==> src/rtl/dmem_bus_bridge.sv <==
`default_nettype none
// ============================================================================
// Module   : dmem_bus_bridge
// Brief    : Turns single-cycle CPU data-memory accesses into req/ack bus
//            transactions and stalls the CPU while each one is in flight.
//            Optional bus_ack timeout: define DMEM_BRIDGE_TIMEOUT_EN.
// Revision : 1.0
// ============================================================================
module dmem_bus_bridge #(
    parameter logic [31:0] DMEM_BASE   = 32'h1001_0000,
    parameter int          AW          = 11,
    parameter int          TIMEOUT_CYC = 255
) (
    input  logic          clk,
    input  logic          rst,
    input  logic          dmem_ena,
    input  logic          dmem_W,
    input  logic          dmem_R,
    input  logic [31:0]   dmem_addr,
    input  logic [31:0]   dmem_data_w,
    output logic [31:0]   dmem_data_r,
    output logic          cpu_stall,
    output logic          dmem_err,
    output logic          bus_req,
    output logic          bus_we,
    output logic [AW-1:0] bus_addr,
    output logic [31:0]   bus_wdata,
    input  logic          bus_ack,
    input  logic [31:0]   bus_rdata
);

    localparam logic [1:0] C_ST_IDLE = 2'd0;
    localparam logic [1:0] C_ST_REQ  = 2'd1;
    localparam logic [1:0] C_ST_DONE = 2'd2;

    logic [1:0]  r_state;
    logic [31:0] r_rdata;
    logic        r_err;
    logic [31:0] w_off;
    logic        w_valid;
    logic        w_timeout;

    // Loads and stores share one path: a store wins when both strobes are set,
    // so the read strobe carries no extra information.
    logic w_unused_rd;
    assign w_unused_rd = dmem_R;

    assign w_off   = dmem_addr - DMEM_BASE;
    assign w_valid = (w_off[1:0] == 2'b00) && (w_off[31:AW+2] == '0);

    // Gated by rst so every output reads 0 while reset is held.
    assign cpu_stall   = rst & (((r_state == C_ST_IDLE) & dmem_ena) | (r_state == C_ST_REQ));
    assign dmem_data_r = r_rdata;
    assign dmem_err    = r_err;

`ifdef DMEM_BRIDGE_TIMEOUT_EN
    localparam int C_CNT_W = ($clog2(TIMEOUT_CYC + 1) > 8) ? $clog2(TIMEOUT_CYC + 1) : 8;
    localparam logic [C_CNT_W-1:0] C_CNT_LAST = C_CNT_W'(TIMEOUT_CYC - 1);

    logic [C_CNT_W-1:0] r_cnt;

    // Counts un-acked REQ cycles; the edge that would reach the limit times out.
    assign w_timeout = (r_cnt == C_CNT_LAST);

    always_ff @(posedge clk or negedge rst) begin
        if (!rst) begin
            r_cnt <= '0;
        end else if (r_state != C_ST_REQ) begin
            r_cnt <= '0;
        end else if (!bus_ack) begin
            r_cnt <= r_cnt + 1'b1;
        end
    end
`else
    localparam int c_unused_timeout_cyc = TIMEOUT_CYC;
    assign w_timeout = 1'b0;
`endif

    always_ff @(posedge clk or negedge rst) begin
        if (!rst) begin
            r_state   <= C_ST_IDLE;
            r_rdata   <= '0;
            r_err     <= 1'b0;
            bus_req   <= 1'b0;
            bus_we    <= 1'b0;
            bus_addr  <= '0;
            bus_wdata <= '0;
        end else begin
            case (r_state)
                C_ST_IDLE: begin
                    if (dmem_ena) begin
                        if (w_valid) begin
                            bus_req   <= 1'b1;
                            bus_we    <= dmem_W;
                            bus_addr  <= w_off[AW+1:2];
                            bus_wdata <= dmem_data_w;
                            r_state   <= C_ST_REQ;
                        end else begin
                            r_err   <= 1'b1;
                            r_rdata <= '0;
                            r_state <= C_ST_DONE;
                        end
                    end
                end
                C_ST_REQ: begin
                    if (bus_ack) begin
                        if (!bus_we) begin
                            r_rdata <= bus_rdata;
                        end
                        bus_req <= 1'b0;
                        r_state <= C_ST_DONE;
                    end else if (w_timeout) begin
                        bus_req <= 1'b0;
                        r_rdata <= 32'hDEAD_BEEF;
                        r_err   <= 1'b1;
                        r_state <= C_ST_DONE;
                    end
                end
                default: begin
                    r_state <= C_ST_IDLE;
                end
            endcase
        end
    end

endmodule
`default_nettype wire

==> config.mk <==
export PLATFORM = sky130hd
export DESIGN_NAME = dmem_bus_bridge
export DESIGN_NICKNAME = d
export VERILOG_FILES = /design/src/rtl/dmem_bus_bridge.sv
export SDC_FILE = /design/constraint.sdc
export NUM_CORES = 1
export LEC_CHECK = 0
export BUFFER_PORTS_ARGS = -buffer_cell sky130_fd_sc_hd__buf_2
export CORE_AREA = 2 2 120 75
export CTS_CLUSTER_SIZE = 25
export DETAILED_ROUTE_END_ITERATION = 12
export DIE_AREA = 0 0 122 77
export GPL_ROUTABILITY_DRIVEN = 0
export PLACE_DENSITY = 0.78
export SLEW_MARGIN = 10
export SYNTH_ARGS = -nofsm -noshare
export SYNTH_HDL_FRONTEND = slang
export SYNTH_SLANG_ARGS = --single-unit
==> constraint.sdc <==
create_clock -name clk -period 3.2 [get_ports clk]
set_input_delay 0.32 -clock clk [delete_from_list [all_inputs] [get_ports clk]]
set_output_delay 0.32 -clock clk [all_outputs]
set_load 0.05 [all_outputs]
==> results of run 1 <==
## where the power goes
group	internal (W)	switching, W	leakage, nW	total [W]
logic	0.0000643	0.0000800	1.36	0.000144
registers	0.00101	0.000000904	1.11	0.00101
clock network	0.000768	0.000400	0.164	0.00117
total	0.00184	0.000481	2.64	0.00232
## worst max-delay path, cell delays in order
cell and delay (ns):
buf_2 0.10, inv_1 0.05, ha_1 0.27, nor4b_1 0.24, nand4_1 0.22, or3b_2 0.48, or4_2 0.72, buf_12 0.25
a21oi_1 0.17
## cell type report
cell class / instances / area (um^2)
clock buffers: 10 / 229
multi-input cells: 173 / 1690
clock inverters: 6 / 115
well taps: 112 / 140
inverters: 2 / 7.51
repair buffers: 185 / 971
fillers: 646 / 3150
flip-flops and latches: 80 / 2000
## final timing paths
| path | start | to | slack [ns] | cells past startpoint |
|---|---|---|---|---|
| max | dmem_addr[16] | dmem_data_r[17]$_DFFE_PN0P_ | 0.63 | 9 |
| min | dmem_data_w[24] | bus_wdata[24]$_DFFE_PN0P_ | 0.23 | 2 |
| max reg2reg | r_state[1]$_DFFE_PN0P_ | bus_wdata[4]$_DFFE_PN0P_ | 1.04 | 5 |
| min reg2reg | dmem_err$_DFFE_PN0P_ | dmem_err$_DFFE_PN0P_ | 0.47 | 1 |
| max in group asynchronous | rst | dmem_data_r[24]$_DFFE_PN0P_ | 1.78 | 3 |
| min in group asynchronous | rst | bus_wdata[14]$_DFFE_PN0P_ | 0.50 | 2 |
## placed cells by master (no fill, tap or decap), types with 3 or more instances in the layout
cell type / netlist / routed
or3_1: 3 / 3
nor2_1: 9 / 8
mux2i_1: 32 / 32
a21oi_2: 21 / 21
nor3b_1: 4 / 3
bufinv_16: 0 / 3
nand2_1: 3 / 3
mux2_2: 5 / 5
clkbuf_16: 0 / 9
a21oi_1: 13 / 13
o31ai_1: 3 / 3
buf_4: 0 / 4
nor2b_1: 3 / 3
dfrtp_1: 80 / 80
buf_2: 1 / 178
mux2_4: 39 / 39
nor3_1: 4 / 4
## per-layer routing
metal / vias up / GRT usage / share of wire
li1: 1346 / - / -
met1: 1405 / 0.245 / 0.44
met2: 122 / 0.312 / 0.48
met3: 6 / 0.0573 / 0.074
met4: 0 / 0.0517 / 0.0057
met5: - / 0 / 0
## through the flow
step	instance area (um^2)	worst slack (ns)	util	instances	hold WS (ns)
floorplan	3820	0.907	-	270	0.0244
global placement	4800	0.366	0.578	551	0.302
detailed placement	4800	0.270	0.578	551	0.314
CTS	5150	0.615	0.621	568	0.210
global route	5150	0.490	0.621	568	0.207
finish	5150	0.627	0.621	568	0.227
## registers in the layout, summed over array words and instances, names as in the netlist
| register | flops |
|---|---|
| bus_addr | 11 |
| bus_req | 1 |
| bus_wdata | 32 |
| bus_we | 1 |
| dmem_data_r | 32 |
| dmem_err | 1 |
| r_state | 2 |
## kinds of logic after synthesis
group                    Yosys count  synth area share
AO/OA/AOI/OAI                     47            0.0926
XOR/XNOR                           2           0.00458
flip-flops                        80             0.523
adder cells (fa/ha/maj)            1           0.00327
multiplexers                      76             0.252
buffers and inverters             17            0.0419
AND/OR/NAND/NOR                   47            0.0828
==> impl_metrics.json, run 1 <==
{
  "ant_nets": 0,
  "yosys.area.top_type": "dfrtp_1",
  "coreArea_um2": 8300,
  "die_w_um": 122,
  "wire_per_inst_um": 15.8,
  "ys_ff_latch": 80,
  "cts_buffers": 9,
  "start_util": 0.461,
  "yosysUniqueCellTypes": 45,
  "min_period_ns": 2.57,
  "die-area_um2": 9390,
  "powerDensity_nw_per_um2": 451,
  "status": "finished, final reports clean",
  "min_period_over_period": 0.804,
  "async_flop_share": 1.00,
  "syn_area_um2": 3820,
  "syn_avg_cell_area_um2": 14.2,
  "crit_required_ns": 3.45,
  "syn_nets": 373,
  "post_cts_buffers": 0,
  "hpwlAfterDp_mm": 6.58,
  "clock_path_buffers": 2,
  "synthCells": 270,
  "vias_per_cell": 5.07,
  "insertion_delay_ns": 0.32,
  "maxSlewHeadroom": 0.608,
  "row_count": 26,
  "peakVddDrop_v": 0.000247,
  "synth.area.top_cells": "dfrtp_1, mux2_4, mux2i_1",
  "drc_errors": 0,
  "fin_tns_setup_ns": 0,
  "slew_viol_final": 0,
  "ys_seq_area_frac": 0.523,
  "grt_pass1_vias": 2792,
  "drtIter0Drc": 159,
  "cp_max_fo": 25,
  "io_buffers": 179,
  "clock-sinks": 80,
  "synth_top_area_frac": 0.523,
  "synthTopCellsByCount": "dfrtp_1, mux2_4, mux2i_1",
  "htree_levels": 3,
  "nets": 554,
  "grt_usage": 0.190,
  "antenna_found_initial": 0,
  "min_path_type": "input pin to flip-flop",
  "path_clk_slew_ns": 0.06,
  "drv_cap": 0,
  "clock-root-buffer": "clkbuf_16",
  "worstSetupPathType": "input pin to flip-flop",
  "worstMarginPinSlew_ns": 0.585,
  "p_leak_nw": 2.64,
  "vias": 2879,
  "globalRouteOverflowTotal": 0,
  "diodes": 0,
  "drive_gt1_frac": 0.601,
  "drtPass1Iterations": 4,
  "arrival_ns": 2.82,
  "end_kind": "flip-flop",
  "syn2layout_area_growth_pct": 34.6,
  "hold_buffers": 1,
  "grt_pass1_wl_mm": 13.9,
  "die_y_um": 77,
  "synth_most_common_cell": "dfrtp_1",
  "cts_tree": "yes",
  "rsz0062_at_grt": "false",
  "finalPower_w": 0.00232,
  "skew_ns": 0.00402,
  "grt_max_degree": 46,
  "cts-resized-gates": 0,
  "routed_wirelength_mm": 8.96,
  "setup_viol": 0,
  "synth-edff-count": 0,
  "io-pin-count": 181,
  "yosys_warnings": 0,
  "maxClockFrequency_mhz": 389,
  "start_kind": "input pin",
  "timing.final.hold_violations": 0,
  "ys.flop_type": "dfrtp_1"
}
Note: power is estimated with default switching activity, not from simulation.
==> run 2, diff against run 1 <==
- CORE_AREA: 2 2 120 75 -> 2 2 127 79
- DIE_AREA: 0 0 122 77 -> 0 0 129 81
- PLACE_DENSITY: 0.78 -> 0.73
- clock period: 3.2 -> 2.16 ns (I/O delays scaled with it)
==> run 2 against run 1 <==
Critical path depth up 1. Design area grew 8.5%. Clock-buffer cell count did not move. Wire length increased by 2.3%. Power increased by 41%. Combinational power is 78% higher. Sequential share of layout area shrank 3.0 points. Worst setup slack worse by 0.60 ns. Clock power grew 30%. Critical path type unchanged. Largest cell class unchanged.
==> impl_metrics.json, run 2 (synthesis results as in run 1) <==
{
  "grt_pass1_wl_mm": 14.5,
  "die_y_um": 81,
  "rr_startpoint": "r_state[1]$_DFFE_PN0P_",
  "grt_usage": 0.179,
  "clock_path_buffers": 2,
  "status": "finished, final reports clean",
  "slew_viol_final": 0,
  "worstSetupPathType": "input pin to flip-flop",
  "start_util": 0.403,
  "min_period_over_period": 0.988,
  "arrival_ns": 2.35,
  "fillers": 788,
  "hold_buffers": 0,
  "maxSlewHeadroom": 0.343,
  "row_count": 28,
  "crit_path_frequent_cell": "buf_12",
  "crit_start": "dmem_addr[23]",
  "die_w_um": 129,
  "rsz0062_at_grt": "true",
  "maxClockFrequency_mhz": 469,
  "die-area_um2": 10400,
  "clock-sinks": 80,
  "grt_max_degree": 81,
  "finalInstanceArea_um2": 5590,
  "end_kind": "flip-flop",
  "drv_cap": 0,
  "ant_nets": 0,
  "crit_required_ns": 2.37,
  "crit_chain": "buf_2 -> or3_4 -> or3_1 -> o32ai_2 -> buf_4 -> nor4b_4 -> buf_12 -> buf_12 -> buf_12 -> mux2_4",
  "worstMarginPinSlew_ns": 0.985,
  "cts_buffers": 9,
  "vias_per_cell": 4.69,
  "min_period_ns": 2.13,
  "final_cell_mix": "buf_2, dfrtp_1, mux2_4",
  "grt_pass1_vias": 2959,
  "nets": 586,
  "hpwlAfterDp_mm": 6.70,
  "place_inst": 602,
  "io-pin-count": 181,
  "place_area_um2": 5130,
  "worstHoldStart": "dmem_data_w[15]",
  "diodes": 0,
  "drive_gt1_frac": 0.645,
  "htree_levels": 3,
  "min_path_type": "input pin to flip-flop",
  "coreArea_um2": 9490,
  "critPathSlowestCell": "or3_4",
  "final_cells": 623,
  "globalRouteOverflowTotal": 0,
  "p_leak_nw": 2.84,
  "antenna_found_initial": 0,
  "timing.final.hold_violations": 0,
  "path_clk_slew_ns": 0.06,
  "critPathMaxStageDelay_ns": 0.41,
  "insertion_delay_ns": 0.33,
  "clock-root-buffer": "clkbuf_16",
  "syn2layout_area_growth_pct": 46.1,
  "wire_per_inst_um": 14.7,
  "skew_ns": 0.00432,
  "io_buffers": 179,
  "final_util": 0.589,
  "setup_viol": 0,
  "drc_errors": 0,
  "drtPass1Iterations": 4,
  "powerDensity_nw_per_um2": 587,
  "drtIter0Drc": 112,
  "vias": 2923,
  "peakVddDrop_v": 0.000357,
  "start_kind": "input pin",
  "cp_max_fo": 8,
  "routed_wirelength_mm": 9.17,
  "layout_commonest_cell": "buf_2",
  "cts_tree": "yes"
}
run 2: per-layer routing:
metal | global-route usage | up-vias | share of wire
li1 | - | 1413 | -
met1 | 0.236 | 1383 | 0.46
met2 | 0.298 | 119 | 0.47
met3 | 0.0441 | 8 | 0.062
met4 | 0.0533 | 0 | 0.0084
met5 | 0 | - | 0
run 2: path summary, 6_finish.rpt:
kind                                               end  slack (ns)  depth (start not counted)
setup / recovery             bus_wdata[30]$_DFFE_PN0P_        0.03                         10
hold / removal               bus_wdata[15]$_DFFE_PN0P_        0.11                          2
setup reg to reg             bus_wdata[30]$_DFFE_PN0P_        0.05                          7
hold reg to reg                   dmem_err$_DFFE_PN0P_        0.46                          1
max in group asynchronous  dmem_data_r[24]$_DFFE_PN0P_        1.38                          2
min in group asynchronous       r_state[0]$_DFFE_PN0P_        0.17                          2
run 2: critical path: cells and delay by family:
| kind | cells | cell delay, ns |
|---|---|---|
| compound gates | 1 | 0.28 |
| buf+inv | 5 | 0.69 |
| mux | 1 | 0.30 |
| simple gates | 3 | 0.84 |
run 2: per-stage QoR:
stage	power [W]	hold slack, ns	TNS [ns]	setup WS (ns)
global route	0.00342	0.0946	-1.87	-0.0998
finish	0.00328	0.115	0	0.0266
detailed placement	0.00178	0.450	-30.33	-0.452
global placement	0.00177	0.447	-28.46	-0.423
floorplan	0.00160	-0.0796	0	0.000891
CTS	0.00332	0.0959	0	0.00865
run 2: repair_timing:
item / CTS / global route
gates resized for setup: 10 / 9
cloned: 1 / 0
buffers inserted: 3 / 2
endpoints found under the setup margin: 74 / 42
pin swaps: 3 / 2
run 2: cell type report:
type | instances | area (um^2) | area share
Tap cell | 135 | 169 | 0.0302
Multi-Input combinational cell | 173 | 1770 | 0.316
Clock inverter | 6 | 68.8 | 0.0123
Sequential cell | 80 | 2000 | 0.358
Inverter | 2 | 20.0 | 0.00358
Timing Repair Buffer | 217 | 1320 | 0.237
Clock buffer | 10 | 239 | 0.0428
run 2: report_power, final:
group          switching (W)  internal, W
Clock               0.000590     0.000929
Combinational       0.000130     0.000127
Sequential        0.00000192      0.00150
